==> src/rtl/serial_subtractor_pkg.sv <==
// Shared definitions for the bit-serial arithmetic blocks: FSM state encoding
// and the default operand width.
package serial_subtractor_pkg;

    typedef enum logic [1:0] {
        ST_IDLE = 2'd0,
        ST_RUN  = 2'd1,
        ST_DONE = 2'd2
    } state_t;

    localparam int DEFAULT_WIDTH = 8;

endpackage : serial_subtractor_pkg

==> src/rtl/serial_subtractor_8bit_full_subtractor_1bit.sv <==
// One-bit full subtractor cell: d = x - y - bin, with borrow-out.
module full_subtractor_1bit (
    input  logic x,
    input  logic y,
    input  logic bin,
    output logic d,
    output logic bout
);

    always_comb begin
        d    = x ^ y ^ bin;
        // Borrow when x=0,y=1, or when x==y and a borrow is already pending
        bout = (~x & y) | (~(x ^ y) & bin);
    end

endmodule : full_subtractor_1bit

==> src/rtl/serial_subtractor_8bit.sv <==
// Bit-serial subtractor: computes a - b - b_in one bit per clock, LSB first,
// through a single full-subtractor cell and a borrow register.
module serial_subtractor_8bit
    import serial_subtractor_pkg::*;
#(
    parameter int WIDTH = DEFAULT_WIDTH
) (
    input  logic             clk,
    input  logic             rst,
    input  logic             start,
    input  logic [WIDTH-1:0] a,
    input  logic [WIDTH-1:0] b,
    input  logic             b_in,
    output logic             busy,
    output logic             done,
    output logic [WIDTH-1:0] diff,
    output logic             b_out
);

    localparam int CNT_W = $clog2(WIDTH) + 1;
    localparam logic [CNT_W-1:0] LAST_CNT = CNT_W'(WIDTH - 1);

    state_t             state_reg, state_next;
    logic [WIDTH-1:0]   a_sh_reg, b_sh_reg, res_sh_reg;
    logic [WIDTH-1:0]   res_sh_next;
    logic [WIDTH-1:0]   diff_reg;
    logic               b_out_reg;
    logic               borrow_reg;
    logic [CNT_W-1:0]   cnt_reg;
    logic               bit_d, bit_bo;
    logic               accept, last_bit;

    full_subtractor_1bit u_cell (
        .x    (a_sh_reg[0]),
        .y    (b_sh_reg[0]),
        .bin  (borrow_reg),
        .d    (bit_d),
        .bout (bit_bo)
    );

    assign accept      = start && (state_reg == ST_IDLE || state_reg == ST_DONE);
    assign last_bit    = (state_reg == ST_RUN) && (cnt_reg == LAST_CNT);
    assign res_sh_next = {bit_d, res_sh_reg[WIDTH-1:1]};

    // State register
    always_ff @(posedge clk) begin
        if (rst) begin
            state_reg <= ST_IDLE;
        end else begin
            state_reg <= state_next;
        end
    end

    // Next-state logic
    always_comb begin
        state_next = state_reg;
        unique case (state_reg)
            ST_IDLE: if (start) state_next = ST_RUN;
            ST_RUN:  if (last_bit) state_next = ST_DONE;
            ST_DONE: state_next = start ? ST_RUN : ST_IDLE;
            default: state_next = ST_IDLE;
        endcase
    end

    // Outputs decode straight from registers only
    always_comb begin
        busy  = (state_reg == ST_RUN);
        done  = (state_reg == ST_DONE);
        diff  = diff_reg;
        b_out = b_out_reg;
    end

    // Datapath: operand capture, per-bit shifting and result latch
    always_ff @(posedge clk) begin
        if (rst) begin
            a_sh_reg   <= '0;
            b_sh_reg   <= '0;
            res_sh_reg <= '0;
            borrow_reg <= 1'b0;
            cnt_reg    <= '0;
            diff_reg   <= '0;
            b_out_reg  <= 1'b0;
        end else if (accept) begin
            a_sh_reg   <= a;
            b_sh_reg   <= b;
            borrow_reg <= b_in;
            res_sh_reg <= '0;
            cnt_reg    <= '0;
        end else if (state_reg == ST_RUN) begin
            a_sh_reg   <= a_sh_reg >> 1;
            b_sh_reg   <= b_sh_reg >> 1;
            res_sh_reg <= res_sh_next;
            borrow_reg <= bit_bo;
            cnt_reg    <= cnt_reg + 1'b1;
            if (last_bit) begin
                diff_reg  <= res_sh_next;
                b_out_reg <= bit_bo;
            end
        end
    end

endmodule : serial_subtractor_8bit

==> config.mk <==
export PLATFORM = sky130hd
export DESIGN_NAME = serial_subtractor_8bit
export DESIGN_NICKNAME = d
export VERILOG_FILES = /design/src/rtl/serial_subtractor_pkg.sv /design/src/rtl/serial_subtractor_8bit_full_subtractor_1bit.sv /design/src/rtl/serial_subtractor_8bit.sv
export SDC_FILE = /design/constraint.sdc
export NUM_CORES = 1
export LEC_CHECK = 0
export BUFFER_PORTS_ARGS = -buffer_cell sky130_fd_sc_hd__buf_2
export CORE_ASPECT_RATIO = 1.4
export CORE_MARGIN = 2
export CORE_UTILIZATION = 45
export CTS_CLUSTER_SIZE = 20
export DETAILED_ROUTE_END_ITERATION = 8
export GPL_ROUTABILITY_DRIVEN = 0
export PLACE_DENSITY = 0.7
export SYNTH_ARGS = -nofsm -noshare
export SYNTH_HDL_FRONTEND = slang
export SYNTH_SLANG_ARGS = --single-unit
==> constraint.sdc <==
create_clock -name clk -period 1.1 [get_ports clk]
set_input_delay 0.11 -clock clk [delete_from_list [all_inputs] [get_ports clk]]
set_output_delay 0.11 -clock clk [all_outputs]
set_load 0.005 [all_outputs]
* Word level (Yosys, flattened, before mapping) *
Index checks and enable logic that the tools add are counted.

cells by class
  div/mod/pow operators = 0
  order comparisons = 0
  eq/ne operators = 5
  muxes and demuxes = 10
  bitwise operators = 8
  reduce and logical (&&, ||, !) cells = 8
  shifts and indexed selects = 0
  multiply operators = 0
  $add $sub $neg = 1

operators by type and width
  operator                                                count
  2-to-1 mux 8 bit                                        4
  one-hot mux 2 bit (3 select lines)                      1
  adder 4 x 1 -> 4 bit (second input constant)            1
  == test 4 x 3 -> 1 bit (second input constant)          1
  2-to-1 mux 2 bit                                        2
  2-to-1 mux 1 bit                                        3
  NOT 1 bit                                               3
  AND reduction 3 bit                                     1
  bitwise AND 1 bit                                       2
  == test 2 x 1 -> 1 bit (second input constant)          1
  == test 2 bit (second input constant)                   1
  logical AND 1 bit                                       2
  zero test 2 bit                                         1
  inequality test 2 x 1 -> 1 bit (second input constant)  1
  inequality test 2 bit (second input constant)           1
  AND reduction 2 bit                                     1
  nonzero test 2 bit                                      1
  OR reduction 2 bit                                      1
  XOR 1 bit                                               2
  logical OR 1 bit                                        1
  bitwise OR 1 bit                                        1

storage, ports and cells
  ROM bits = 0
  RAM bits = 0
  bits in latches = 0
  memories kept = 0
  flip-flop bits (word level) = 40
  bits of input ports = 20

* Depth between registers and ports, before layout *
  word-level depth = 6
  mapped depth = 7
  gate-level depth less buffers = 4

* By module *
Synthesis repeated with hierarchy kept, for this count alone.

second synthesis, totals
  cells, all modules = 183
  area, all modules = 1562.7 sq um

by module, submodules not included
  module                  seq. area each (sq um)  cells an instance  area an instance (sq um)  instances
  serial_subtractor_8bit  780.7                   179                1531.5                    1
  full_subtractor_1bit    0.0                     4                  31.3                      1

* Worst setup path after synthesis *
No wires, ideal clock.

  path kind = register to register
  start = reg cnt_reg[0]
  end = reg b_out_reg (netlist: b_out)
  data required time = 1.009 ns
  period minus slack after synthesis = 1.197 ns
  data arrival time = 1.106 ns
  setup slack = -0.097 ns
  cell stages (with the launch flop) = 6
  setup time = 0.091 ns
  path through = dfxtp_1 -> ha_1 -> and3b_1 -> buf_2 -> a21oi_1 -> a311oi_1

between the ends
  word-level cells in the longest chain between the ends = 3

ends and longest elaborated chain
  what                           line                          RTL
  start: declaration             serial_subtractor_8bit.sv:29  logic [CNT_W-1:0] cnt_reg;
  start signal: assignment       serial_subtractor_8bit.sv:94  cnt_reg <= cnt_reg + 1'b1;
  == test 4 x 3 -> 1 bit         serial_subtractor_8bit.sv:42  assign last_bit = (state_reg == ST_RUN) && (cnt_reg == LAST_CNT);
  logical AND 1 bit              serial_subtractor_8bit.sv:42
  AND reduction 3 bit (no line)  n/a
  end signal: assignment         serial_subtractor_8bit.sv:97  b_out_reg <= bit_bo;
  end: declaration               serial_subtractor_8bit.sv:27  logic b_out_reg;

Every way passes these cells.
A chain may end at the register's enable or synchronous reset.

* Worst setup path after layout *
  start = reg b_sh_reg[0]
  end = reg res_sh_reg[7]

between the ends
  word-level cells in the longest chain between the ends = 2

ends and longest elaborated chain
  what                      line                                               RTL
  start: declaration        serial_subtractor_8bit.sv:24                       logic [WIDTH-1:0] a_sh_reg, b_sh_reg, res_sh_reg;
  start signal: assignment  serial_subtractor_8bit.sv:91                       b_sh_reg <= b_sh_reg >> 1;
  XOR 1 bit (2 in a row)    serial_subtractor_8bit_full_subtractor_1bit.sv:11  d = x ^ y ^ bin;
  net bit_d                 serial_subtractor_8bit.sv:30                       logic bit_d, bit_bo;
  end signal: assignment    serial_subtractor_8bit.sv:92                       res_sh_reg <= res_sh_next;
  end: declaration          serial_subtractor_8bit.sv:24

The timed path passes the listed nets, and every way through them passes these cells.

==> summary by stage <==
Synth
The number of enable flip-flop cells after synthesis is 0. Ranked by instance count, the synthesized netlist is headed by dfxtp_1, nand2_1, a21oi_1, o21ai_0, nor3_1. The most used flip-flop cell after synthesis is dfxtp_1.

The post-synthesis instance total is approximately 180. For this run, asynchronously set or reset flops after synthesis account for 0. The cell taking the most area after synthesis is dfxtp_1.

The number of nets handed over by synthesis was 204. By area the synthesized netlist is led by dfxtp_1, a21oi_1, nand2_1. The cell area that synthesis handed to floorplanning was 0.001578 mm². The share of synthesized area in the top cell type comes to 0.4948. Synthesis instantiated 30 different standard cells from the library. The sequential fraction of the synthesis area is 0.4948. The average cell area after synthesis is 8.669 µm². The synthesized design contains 39 register bits. During synthesis, Yosys emitted a total of 0 warnings. Among all cell types in the netlist, the one instantiated most often is dfxtp_1.

Setup path
The worst register-to-register path begins at b_sh_reg[0]. Data on the critical path is required at its endpoint by 1330 ps. The signal arrival time at the worst endpoint is 1400 ps. For this run, the slowest stage of the critical path takes 550 ps. The slowest stage of the critical path belongs to the cell fa_1.

The kind of start point of the critical path is a register. The depth of the most critical reg-to-reg path is 4. The signal on the critical path passes through inv_2 > fa_1 > nand2_1 > a21oi_2. The worst setup path is of the reg -> reg kind.

The kind of end point of the critical path is a register. The endpoint identified for the worst register-to-register timing path is res_sh_reg[7]. The worst-case register-to-register setup slack is -70 ps.

Along the worst path, the maximum fanout reaches 2.

Finish
With fillers left out, the area of the finished cells amounts to roughly 0.0021 mm². The synthesis-to-finish area growth is 35.29%. The antenna cell count is 0. The net count reported at finish is roughly 250.

Of the cells placed in the final design, the portion with a size suffix greater than 1 is 0.3870. The filler cell count in the final layout is 306. For this run, the number of standard cells in the final layout without fillers is 270. For this run, the share of the core covered by cells in the final layout is 0.6319.

Drt
In the final routed layout, each cell accounts on average for approximately 14 µm. The total detailed-routing wirelength is 3753 µm. In the routed design, unresolved DRC markers number 0.

The remaining antenna violation count after routing is 0. The number of vias after detailed routing is around 1500. The detailed router finished its first iteration with 18 violations.

Before antenna repair, the detailed router went through 4 iterations. Dividing the detail-routed via count by the number of cells gives 5.426.

Timing
The number of failing setup endpoints in the final timing report is 12. The highest attainable clock frequency is about 850 MHz. The final hold violation count is 0. Measured against its own limit, the worst slew margin works out to 0.8282. Subtracting the final worst setup slack from the clock period gives 1174 ps. Final hold analysis gives a worst-case slack of around 86 ps. Dividing the final minimum period by the clock period gives 1.067.

Once routing completed, OpenROAD measured the worst setup slack at -74.21 ps. The final-report max-slew violation count is 0. The summed negative setup slack over all endpoints is -451.1 ps. The transition at the pin with the smallest max-transition slack is between 200 and 300 ps. Setup repair after global routing could not meet its margin everywhere. Clock skew on the completed layout was measured at 9.297 ps.

Global route
The via count of the first global-routing pass is 1329. The number of antenna violations at the first check in global routing is 0. Entering global routing, the biggest net connects 22 pins. Summed over all layers, the global routing overflow is 0. In the global route stage, overall resource usage came out at 0.1999.

The wire length of the first global-routing pass is roughly 6000 µm.

Placed design
Timing analysis after detailed placement gives a worst setup slack of -56.79 ps. The half-perimeter wire length of the detailed placement result is approximately 2500 µm. The number of instances in the placed design is 259.

The count of input and output buffers is 30. Summing all placed instances gives a cell area of ~0.0019 mm².

Pwr
The total power is around 2.9 mW. Power spread over the standard cell area amounts to 1371 mW/mm². VDD sags by at most 1255 µV. In this run the static leakage power is 0.8261 nW.

Worst hold path
The startpoint identified for the worst hold timing path is a[0]. For hold timing, the worst endpoint is a_sh_reg[0]. Along the worst hold path, the cell count comes to 3. The class of the tightest hold or removal check is in -> reg.

Clock network
The clock reaches the later pin of the worst-skew pair after between 200 and 300 ps. In this run the number of H-tree levels came out at 2. The number of clock sinks seen by CTS is 39. The CTS tree is yes. Buffers inserted to repair hold after CTS numbered 0.

The register clock-pin slew on the reported worst setup and hold paths is 80 ps. The library cell used as clock root buffer is clkbuf_8. The CTS buffer count is 5. The clock passes through at most 2 buffers.

Floorplan
The floorplan has 25 rows. The floorplan step defined a die boundary enclosing approximately 0.0040 mm². Measured along the y axis, the die boundary spans 74.06 µm. The initial utilization of the core area, before any placement, comes to 0.4670. Measured along the x axis, the die boundary spans approximately 54 µm.

The floorplan step defined a core boundary enclosing 0.003378 mm². 31 I/O pins were placed.

Outcome
The final reports fail on setup timing. The flow ran to the end, but the final reports show violations.

Flow run
The number of maximum-capacitance constraint violations is 0.
[critical path, delay by kind of cell (launching register included)]
family | cells | cell delay, ps
fa+ha+maj | 1 | 550
flops | 1 | 330
compound gates | 1 | 120
simple gates | 1 | 70
buf+inv | 1 | 40
[power breakdown]
group	internal [mW]	leakage [nW]	switching, mW
clock network	0.443	0.0412	0.497
registers	1.48	0.321	0.0428
logic	0.230	0.464	0.235
[logic make-up (layout without fill, tap and decap cells)]
| group | after synthesis | in the layout | share of synthesized area |
|---|---|---|---|
| and+or+nand+nor | 64 | 64 | 0.1903 |
| muxes | 2 | 2 | 0.01269 |
| adders and majority gates | 2 | 2 | 0.02062 |
| buffers and inverters | 19 | 67 | 0.07613 |
| DFF | 39 | 39 | 0.4948 |
| xor gates and xnor gates | 2 | 2 | 0.01110 |
| AOI/OAI and AO/OA | 54 | 54 | 0.1943 |
[final cells by class]
type | count | area [µm²] | area share
flip-flops and latches | 39 | 790.8 | 0.3705
multi-input cells | 124 | 779.5 | 0.3652
repair buffers | 55 | 409.1 | 0.1917
clock buffers | 6 | 72.57 | 0.03400
well taps | 40 | 50.05 | 0.02345
inverters | 4 | 20.02 | 0.009379
clock inverters | 2 | 12.51 | 0.005862
[worst max-delay path by stage]
stage	from	end	cells past startpoint
2_1_floorplan	b_sh_reg[0]	diff[7]	4
3_3_place_gp	state_reg[1]	b_sh_reg[1]	4
3_5_place_dp	cnt_reg[1]	diff[3]	5
4_1_cts	b_sh_reg[0]	diff[7]	4
5_1_grt	b_sh_reg[0]	diff[7]	4
6_report	b_sh_reg[0]	res_sh_reg[7]	4
[cell usage in the layout (no fill, tap or decap), types with 2 or more instances in the layout]
master and count:
buf_2 30, a21oi_1 20, buf_12 3, dfxtp_2 5, buf_4 13, nor2_1 3
nor3_1 11, nand2b_4 2, o21ai_1 5, buf_6 9, mux2i_1 2, dfxtp_1 33
a22oi_2 3, inv_1 2, nor3_2 2, nand3_1 8, nand2_1 27, nand3b_1 2
o21ai_0 10, o22ai_1 5, a21oi_2 2, nand3_2 4, a31oi_1 6, clkbuf_8 5
[layer usage]
metal  GRT usage  vias to the layer above  part of all wire
li1            -                      734                 -
met1      0.2497                      689              0.43
met2      0.3306                       38              0.52
met3     0.04618                        4             0.044
met4     0.07500                        0             0.012
met5           0                        -                 0
[what timing repair did]
action                     4_1_cts  5_1_grt
resized for setup               20       19
buffers inserted                 1        1
cloned                           0        1
setup endpoints to repair       27       24
pin swaps                        6        3
Note: power is estimated with default switching activity, not from simulation.
